### src/rtl/mips_mem_bridge.sv
`default_nettype none
// mips_mem_bridge: serialises MIPS fetch/load/store requests onto one req/ack memory port.
// Optional wait-cycle statistics counter enabled by defining MIPS_MEM_BRIDGE_STAT_EN.
module mips_mem_bridge #(
  parameter int unsigned TIMEOUT  = 255,
  parameter logic [31:0] ERR_DATA = 32'hDEAD_BEEF
) (
  input  logic        clk,
  input  logic        rst,
  input  logic [31:0] PC,
  input  logic        IRWrite,
  input  logic [31:0] Address,
  input  logic        MemRead,
  input  logic        MemWrite,
  input  logic [31:0] Write_data,
  output logic [31:0] Instruction,
  output logic [31:0] Read_data,
  output logic        stall,
  output logic        mem_req,
  output logic        mem_we,
  output logic [31:0] mem_addr,
  output logic [31:0] mem_wdata,
  input  logic        mem_ack,
  input  logic [31:0] mem_rdata,
  output logic        err,
  output logic [31:0] wait_cnt
);

  typedef enum logic [1:0] {S_IDLE = 2'd0, S_WAIT = 2'd1, S_RESP = 2'd2} state_t;
  typedef enum logic [1:0] {K_LOAD = 2'd0, K_FETCH = 2'd1, K_STORE = 2'd2} kind_t;

  localparam logic [15:0] TIMEOUT_W = 16'(TIMEOUT);

  state_t      state, next_state;
  kind_t       kind, req_kind;
  logic [15:0] timer, timer_inc;
  logic        has_req, timed_out, stall_c;
  logic [31:0] req_addr;

  assign has_req   = MemWrite | IRWrite | MemRead;
  assign req_kind  = MemWrite ? K_STORE : (IRWrite ? K_FETCH : K_LOAD);
  // Byte offset is dropped without any misalignment check.
  assign req_addr  = (req_kind == K_FETCH ? PC : Address) & ~32'h3;
  assign timer_inc = (timer == 16'hFFFF) ? timer : 16'(timer + 16'd1);
  assign timed_out = (timer_inc == TIMEOUT_W);

  assign mem_req = (state == S_WAIT);
  assign mem_we  = mem_req && (kind == K_STORE);
  assign stall   = rst & stall_c;

  always_comb begin
    next_state = state;
    stall_c    = 1'b0;
    case (state)
      S_IDLE: begin
        if (has_req) begin
          stall_c    = 1'b1;
          next_state = S_WAIT;
        end
      end
      S_WAIT: begin
        stall_c = 1'b1;
        if (mem_ack || timed_out) next_state = S_RESP;
      end
      S_RESP:  next_state = S_IDLE;
      default: next_state = S_IDLE;
    endcase
  end

  always_ff @(posedge clk or negedge rst) begin
    if (!rst) begin
      state       <= S_IDLE;
      kind        <= K_LOAD;
      timer       <= 16'd0;
      mem_addr    <= 32'd0;
      mem_wdata   <= 32'd0;
      Instruction <= 32'd0;
      Read_data   <= 32'd0;
      err         <= 1'b0;
    end else begin
      state <= next_state;
      case (state)
        S_IDLE: begin
          timer <= 16'd0;
          if (has_req) begin
            kind      <= req_kind;
            mem_addr  <= req_addr;
            mem_wdata <= Write_data;
          end
        end
        S_WAIT: begin
          if (mem_ack) begin
            timer <= 16'd0;
            if (kind == K_FETCH) Instruction <= mem_rdata;
            if (kind == K_LOAD)  Read_data   <= mem_rdata;
          end else if (timed_out) begin
            timer <= 16'd0;
            err   <= 1'b1;
            if (kind == K_FETCH) Instruction <= ERR_DATA;
            if (kind == K_LOAD)  Read_data   <= ERR_DATA;
          end else begin
            timer <= timer_inc;
          end
        end
        default: timer <= 16'd0;
      endcase
    end
  end

`ifdef MIPS_MEM_BRIDGE_STAT_EN
  logic [31:0] wait_cnt_q;

  always_ff @(posedge clk or negedge rst) begin
    if (!rst)       wait_cnt_q <= 32'd0;
    else if (stall) wait_cnt_q <= wait_cnt_q + 32'd1;
  end

  assign wait_cnt = wait_cnt_q;
`else
  assign wait_cnt = 32'd0;
`endif

endmodule
`default_nettype wire

### config.mk
export PLATFORM = sky130hd
export DESIGN_NAME = mips_mem_bridge
export DESIGN_NICKNAME = d
export VERILOG_FILES = /design/src/rtl/mips_mem_bridge.sv
export SDC_FILE = /design/constraint.sdc
export NUM_CORES = 1
export LEC_CHECK = 0
export CORE_MARGIN = 1
export CORE_UTILIZATION = 40
export CTS_CLUSTER_SIZE = 25
export DETAILED_ROUTE_END_ITERATION = 8
export PLACE_DENSITY = 0.77
export REMOVE_ABC_BUFFERS = 1
export SLEW_MARGIN = 20
export SYNTH_ARGS = -nofsm -noshare
export SYNTH_HDL_FRONTEND = slang
export SYNTH_SLANG_ARGS = --single-unit
### constraint.sdc
create_clock -name clk -period 2.81 [get_ports clk]
set_input_delay 0.281 -clock clk [delete_from_list [all_inputs] [get_ports clk]]
set_output_delay 0.281 -clock clk [all_outputs]
set_load 0.01 [all_outputs]
==> results of run 1 <==
[worst paths after layout]
check / start / endpoint / slack, ps / cells past startpoint
min in group clk: err / err / 450 / 1
hold reg to reg: err / err / 450 / 1
hold / removal: rst / Instruction[26] / -8 / 2
setup reg to reg: timer[1] / Read_data[2] / 150 / 10
max in group asynchronous: rst / mem_wdata[5] / 2220 / 2
setup / recovery: timer[1] / Read_data[2] / 150 / 10
[critical path: stages (launching register included)]
cell	delay, ps
dfrtp_1	430
ha_2	270
nand4_2	240
nor3_1	300
o211a_1	190
o211ai_1	90
buf_4	180
o41ai_4	320
buf_4	200
buf_8	230
o21a_1	140
[flip-flops by register name, summed over array words and instances, names as in the netlist]
name,cells
Instruction,32
Read_data,32
mem_wdata,32
mem_addr,30
timer,16
kind,2
state,2
err,1
[per-stage QoR]
stage               hold slack [ps]  utilization, %  std cells  power (mW)  area [sq um]
finish                       -8.418           62.23       1194       10.02         10470
global route                  60.88           62.22       1193       10.65         10460
CTS                           49.29           61.85       1188       10.13         10400
detailed placement            447.8           57.85       1156       7.475          9729
global placement              446.6           57.85       1156       7.371          9729
floorplan                    -14.59               -        658       5.352          6643
[layout make-up]
cell class                 instances  area, sq um  share of cell area (%)
sequential                       147         3679                   35.15
multi-input combinational        491         2934                   28.03
timing repair buffer             283         2828                   27.02
clock buffer                      20        446.7                   4.268
tap                              220        275.3                   2.630
clock inverter                    12        226.5                   2.164
inverter                          20        75.07                  0.7173
antenna                            1        2.502                 0.02391
[cells by family (layout without fill, tap and decap cells)]
logic type | after synthesis | in the layout
flops | 147 | 147
xor+xnor | 8 | 8
mux | 67 | 67
other cells | 1 | 35
compound gates | 180 | 180
fa+ha+maj | 1 | 1
buf+inv | 96 | 335
simple gates | 201 | 201
[routing by layer]
layer  vias to the layer above  part of all wire, %  GRT usage (%)  wire length, um
met4                         2                  1.6          6.367              301
met3                        23                  9.0          7.823             1696
met1                      2753                   41          26.09             7741
li1                       2853                    -              -                -
met5                         -                0.069              0               13
met2                       237                   48          34.25             9001
[power by group through the flow]
stage	registers, mW	clock network [mW]	logic, mW
after floorplan	3.68	0	1.67
final	3.34	2.59	4.09
after detailed placement	3.37	0	4.10
after global placement	3.33	0	4.04
after CTS	3.35	2.66	4.12
after global routing	3.45	2.74	4.47
[timing repair]
item,4_1_cts,5_1_grt
resized for setup,0,4
setup endpoints to repair,0,65
buffers inserted,0,3
hold buffers,0,0
[cells in the mapped netlist, drive strengths merged, types with 2 or more instances]
master / n
o21ai: 53
o21a: 48
and4: 2
nand4: 8
a21oi: 68
nand2: 47
nand3: 8
mux2: 32
and2: 3
nor4: 4
buf: 44
mux2i: 35
xnor2: 5
dfrtp: 147
clkbuf: 32
nor2b: 2
nor3: 12
nand2b: 2
xor2: 3
inv: 19
a22o: 2
or4: 2
nor3b: 3
nor2: 103
==> impl_metrics.toml, run 1 <==
[status]
status = "finished, violations left"
violations = "hold timing"

[global_route]
overflow = 0
antenna_found_initial = 2
grt_max_degree = 148
grt_use_total_pct = 21.08
grt_pass1_vias = 5728
grt_pass1_wl_mm = 29.46

[placement]
dp_slack_ps = 60.11
hpwl_mm = 12.92
routabilityCongestion = 0.8390
portBuffers = 259

[power_and_ir_drop]
power.density_mw_per_mm2 = 957.2
power_leakage_nw = 4.524
vdd_drop_max_mv = 0.5288
internal_power_mw = 6.827
power.share.clock_pct = 25.8
combPwrFrac_pct = 40.8
p_sw_share_pct = 31.85
seqPwrFrac_pct = 33.4
net-switching-power_mw = 3.191

[cts]
tritoncts.num_buffers = 17
cts_tree = "built"
cts_buffer_depth = 2
insertion_delay_ps = 410
cts_max_level = 4
cts_root_buf = "clkbuf_16"
cts_sinks = 147
cts.clk_slew.worst_paths_ps = 60

[flow_run]
cap_violations = 0

[logic_synthesis]
synth_top_family_by_area = "compound AO/OA/AOI/OAI gates"
synth-async-reset-ratio_pct = 100.0
synth_edf_count = 0
ys_types = 50
syn-instance-count = 701
synth-adder-area-share_pct = 0.1792
synthTopCellsByArea = "dfrtp_1 (53%), nor2_1 (5.5%), mux2_2 (5.2%)"
syn_area_sq_mm = 0.006982
avgSynthCellArea_sq_um = 9.960
synthXorXnorAreaFrac_pct = 1.111
synth_top_area_share_pct = 52.69
seq_area_frac_synth_pct = 52.69
synth-warning-count = 0
yosys.area.top_type = "dfrtp_1"
ys.flop_type = "dfrtp_1"
synth-simple-area-share_pct = 12.85
synth.area.mux_share_pct = 10.18
synth_seq_cells = 147
synth-compound-area-share_pct = 15.23

[setup_path]
cp-start-kind = "register"
worstSetupPathType = "reg2reg"
critPathCaptureType = "register"
critPathMaxFanout = 32
worstPathRequired_ps = 3160
arrival_ps = 3010

[floorplan]
die_w_um = 134.1
rows = 47
io_pins = 298
die_h_um = 134.1
coreArea_sq_mm = 0.01682
initial_core_util_pct = 41.51
die_area_sq_mm = 0.01799

[detailed_routing]
firstDrtPassIters = 4
viasPerCell = 4.915
drc = 0
vias = 5868
ant_nets = 0
dr.first_iter.drc_count = 257
wire_per_inst_um = 15.71
wirelength_mm = 18.76

[layout]
synthToLayoutAreaGrowth_pct = 49.91
layout-drive-gt1-share_pct = 10.17
final_common_cell = "clkdlybuf4s50_1"
fin_nets = 1095
fillers = 1386
mostFrequentLayoutCells = "clkdlybuf4s50_1 (258), dfrtp_1 (147), nor2_1 (103)"

[timing]
slew_viol_final = 0
worst_slack_ps = 149.9
final-setup-viol-count = 0
hold_viol_final = 2
fin_crit_ps = 2660
fin_crit_sh_pct = 94.67
rsz0062_at_grt = "no"
tightest_slew_ps = 794.2
max_slew_margin_pct = 47.05
hold_ws_ps = -8.418
fmax_mhz = 375.9
fin_skew_ps = 7.304
fin_tns_setup_ps = 0

[min_path]
hp-class = "in2async"
Note: power is estimated with default switching activity, not from simulation.
==> run 2: changes to the inputs <==
Settings changed: TNS_END_PERCENT set to 30.
==> results of run 2 <==
The final DEF is identical to that of run 1; final timing and power are the same.
==> run 3: changes to the inputs <==
Settings changed: CAP_MARGIN set to 25, PLACE_DENSITY 0.77 to 0.87.
==> run 3 against run 2 <==
  * The flow now finishes without violations
  * Critical path depth down 1
  * Clock power down 16%
  * Fmax down 1.0%
  * Sequential power about the same
  * Total power down 3.6%
  * First-iteration DRC count up 8.6%
  * Die area unchanged
  * Clock-buffer cell count down 1
  * Cell count down 0.59%
  * Clock skew up 6.3 ps
  * Design area down 1.2%
  * Critical endpoint is now Instruction[19]
  * Largest cell class unchanged
  * Largest power group unchanged
==> impl_metrics.toml, run 3 (synthesized netlist as in run 1, its figures left out) <==
[global_route]
grt_pass1_wl_mm = 29.38
antenna_found_initial = 0
overflow = 0
grt_max_degree = 148
grt_pass1_vias = 5943
grt_use_total_pct = 20.83

[layout]
fillers = 1356
fin_nets = 1090
final_common_cell = "clkdlybuf4s50_1"
largestRegisters = "Instruction (32), Read_data (32), mem_wdata (32)"
mostFrequentLayoutCells = "clkdlybuf4s50_1 (258), dfrtp_1 (147), nor2_1 (103)"
num_antenna_cells = 0
final_cells = 1187
layout-drive-gt1-share_pct = 9.721
synthToLayoutAreaGrowth_pct = 48.06

[flow_run]
cap_violations = 0

[floorplan]
io_pins = 298
rows = 47
die_h_um = 134.1
initial_core_util_pct = 41.51
die_area_sq_mm = 0.01799
coreArea_sq_mm = 0.01682
die_w_um = 134.1

[timing]
fin_crit_sh_pct = 95.67
hold_ws_ps = 15.56
max_slew_margin_pct = 49.43
slew_viol_final = 0
fmax_mhz = 372.0
hold_viol_final = 0
worst_slack_ps = 121.7
fin_skew_ps = 13.65
final-setup-viol-count = 0
tightest_slew_ps = 758.5
fin_tns_setup_ps = 0
fin_crit_ps = 2688

[placement]
routabilityCongestion = 0.9189
hpwl_mm = 13.07
dp_slack_ps = 72.55
dp_cells = 1153
portBuffers = 259

[setup_path]
worstSetupPathType = "reg2reg"
r2r-start = "timer[1]"
arrival_ps = 3040
critPathCaptureType = "register"
critPathMaxFanout = 32
cp-start-kind = "register"
worstPathRequired_ps = 3160
crit_path_start = "timer[1]"

[power_and_ir_drop]
power_leakage_nw = 4.436
p_sw_share_pct = 33.38
internal_power_mw = 6.436
power.share.clock_pct = 22.6
seqPwrFrac_pct = 34.8
power.density_mw_per_mm2 = 934.5
net-switching-power_mw = 3.225
vdd_drop_max_mv = 0.5085
p_total_mw = 9.661
combPwrFrac_pct = 42.6

[cts]
cts_tree = "built"
cts_buffer_depth = 2
cts.clk_slew.worst_paths_ps = 60
cts_sinks = 147
insertion_delay_ps = 420
cts_max_level = 4
post_cts_hold_buffer_count = 0
tritoncts.num_buffers = 17
cts_root_buf = "clkbuf_16"

[detailed_routing]
dr.first_iter.drc_count = 279
drc = 0
top_layer = "met4"
wl_met1_mm = 7.494
wire_per_inst_um = 15.94
ant_nets = 0
viasPerCell = 4.992
wirelength_mm = 18.92
wl_met2_mm = 9.561
vias = 5925
firstDrtPassIters = 4
wl_met3_mm = 1.497

[status]
status = "finished, final reports clean"

[min_path]
hp-class = "in2async"
-- run 3: changes by cell type in the layout (fill, tap and decap cells not counted) --
cell / before / now
buf_4: 19 / 13
bufinv_16: 6 / 2
clkinv_2: 1 / 3
clkinvlp_4: 2 / 4
buf_12: 2 / 3
clkbuf_8: 1 / 0
diode_2: 1 / 0
o311ai_1: 1 / 0
o311ai_2: 0 / 1
-- run 3: path summary, 6_finish.rpt --
kind                              endpoint  slack, ps  cells after the start
max                        Instruction[19]        120                      9
min                          Read_data[17]         20                      2
max reg2reg                Instruction[19]        120                      9
min reg2reg                            err        450                      1
max in group asynchronous        timer[11]       2260                      2
min in group clk                       err        450                      1
-- run 3: final cells by class --
class,count,area (sq um),area share [%]
tap,220,275.3,2.663
sequential,147,3679,35.58
timing repair buffer,278,2803,27.11
clock buffer,19,432.9,4.188
multi-input combinational,491,2942,28.46
clock inverter,12,131.4,1.271
inverter,20,75.07,0.7262
-- run 3: what timing repair did --
action	4_1_cts	5_1_grt
setup endpoints to repair	0	65
gates resized for setup	0	5
buffers inserted	0	1
-- run 3: layer usage --
| layer | up-vias | track usage (%) |
|---|---|---|
| met5 | - | 0 |
| met3 | 26 | 6.463 |
| met1 | 2817 | 24.12 |
| met2 | 238 | 35.66 |
| li1 | 2844 | - |
| met4 | 0 | 8.739 |
-- run 3: metrics by stage --
stage | area, sq um | util (%)
floorplan | 6643 | -
CTS | 10280 | 61.14
finish | 10340 | 61.46
detailed placement | 9719 | 57.79
global placement | 9719 | 57.79
global route | 10340 | 61.46
-- run 3: worst max-delay path, cell delays in order (launching register included) --
cell and delay [ps]:
dfrtp_1 430, ha_2 270, nand4_2 240, or4_1 560
nand4_1 150, xor2_2 110, o41ai_4 280, buf_4 190
buf_8 240, o21a_1 150
-- run 3: power by group through the flow --
stage | Combinational [mW] | Clock [mW] | Sequential [mW]
final | 4.11 | 2.18 | 3.37
after global routing | 4.46 | 2.33 | 3.46
after CTS | 4.14 | 2.24 | 3.36
after detailed placement | 4.12 | 0 | 3.39
after global placement | 4.00 | 0 | 3.33
after floorplan | 1.67 | 0 | 3.68
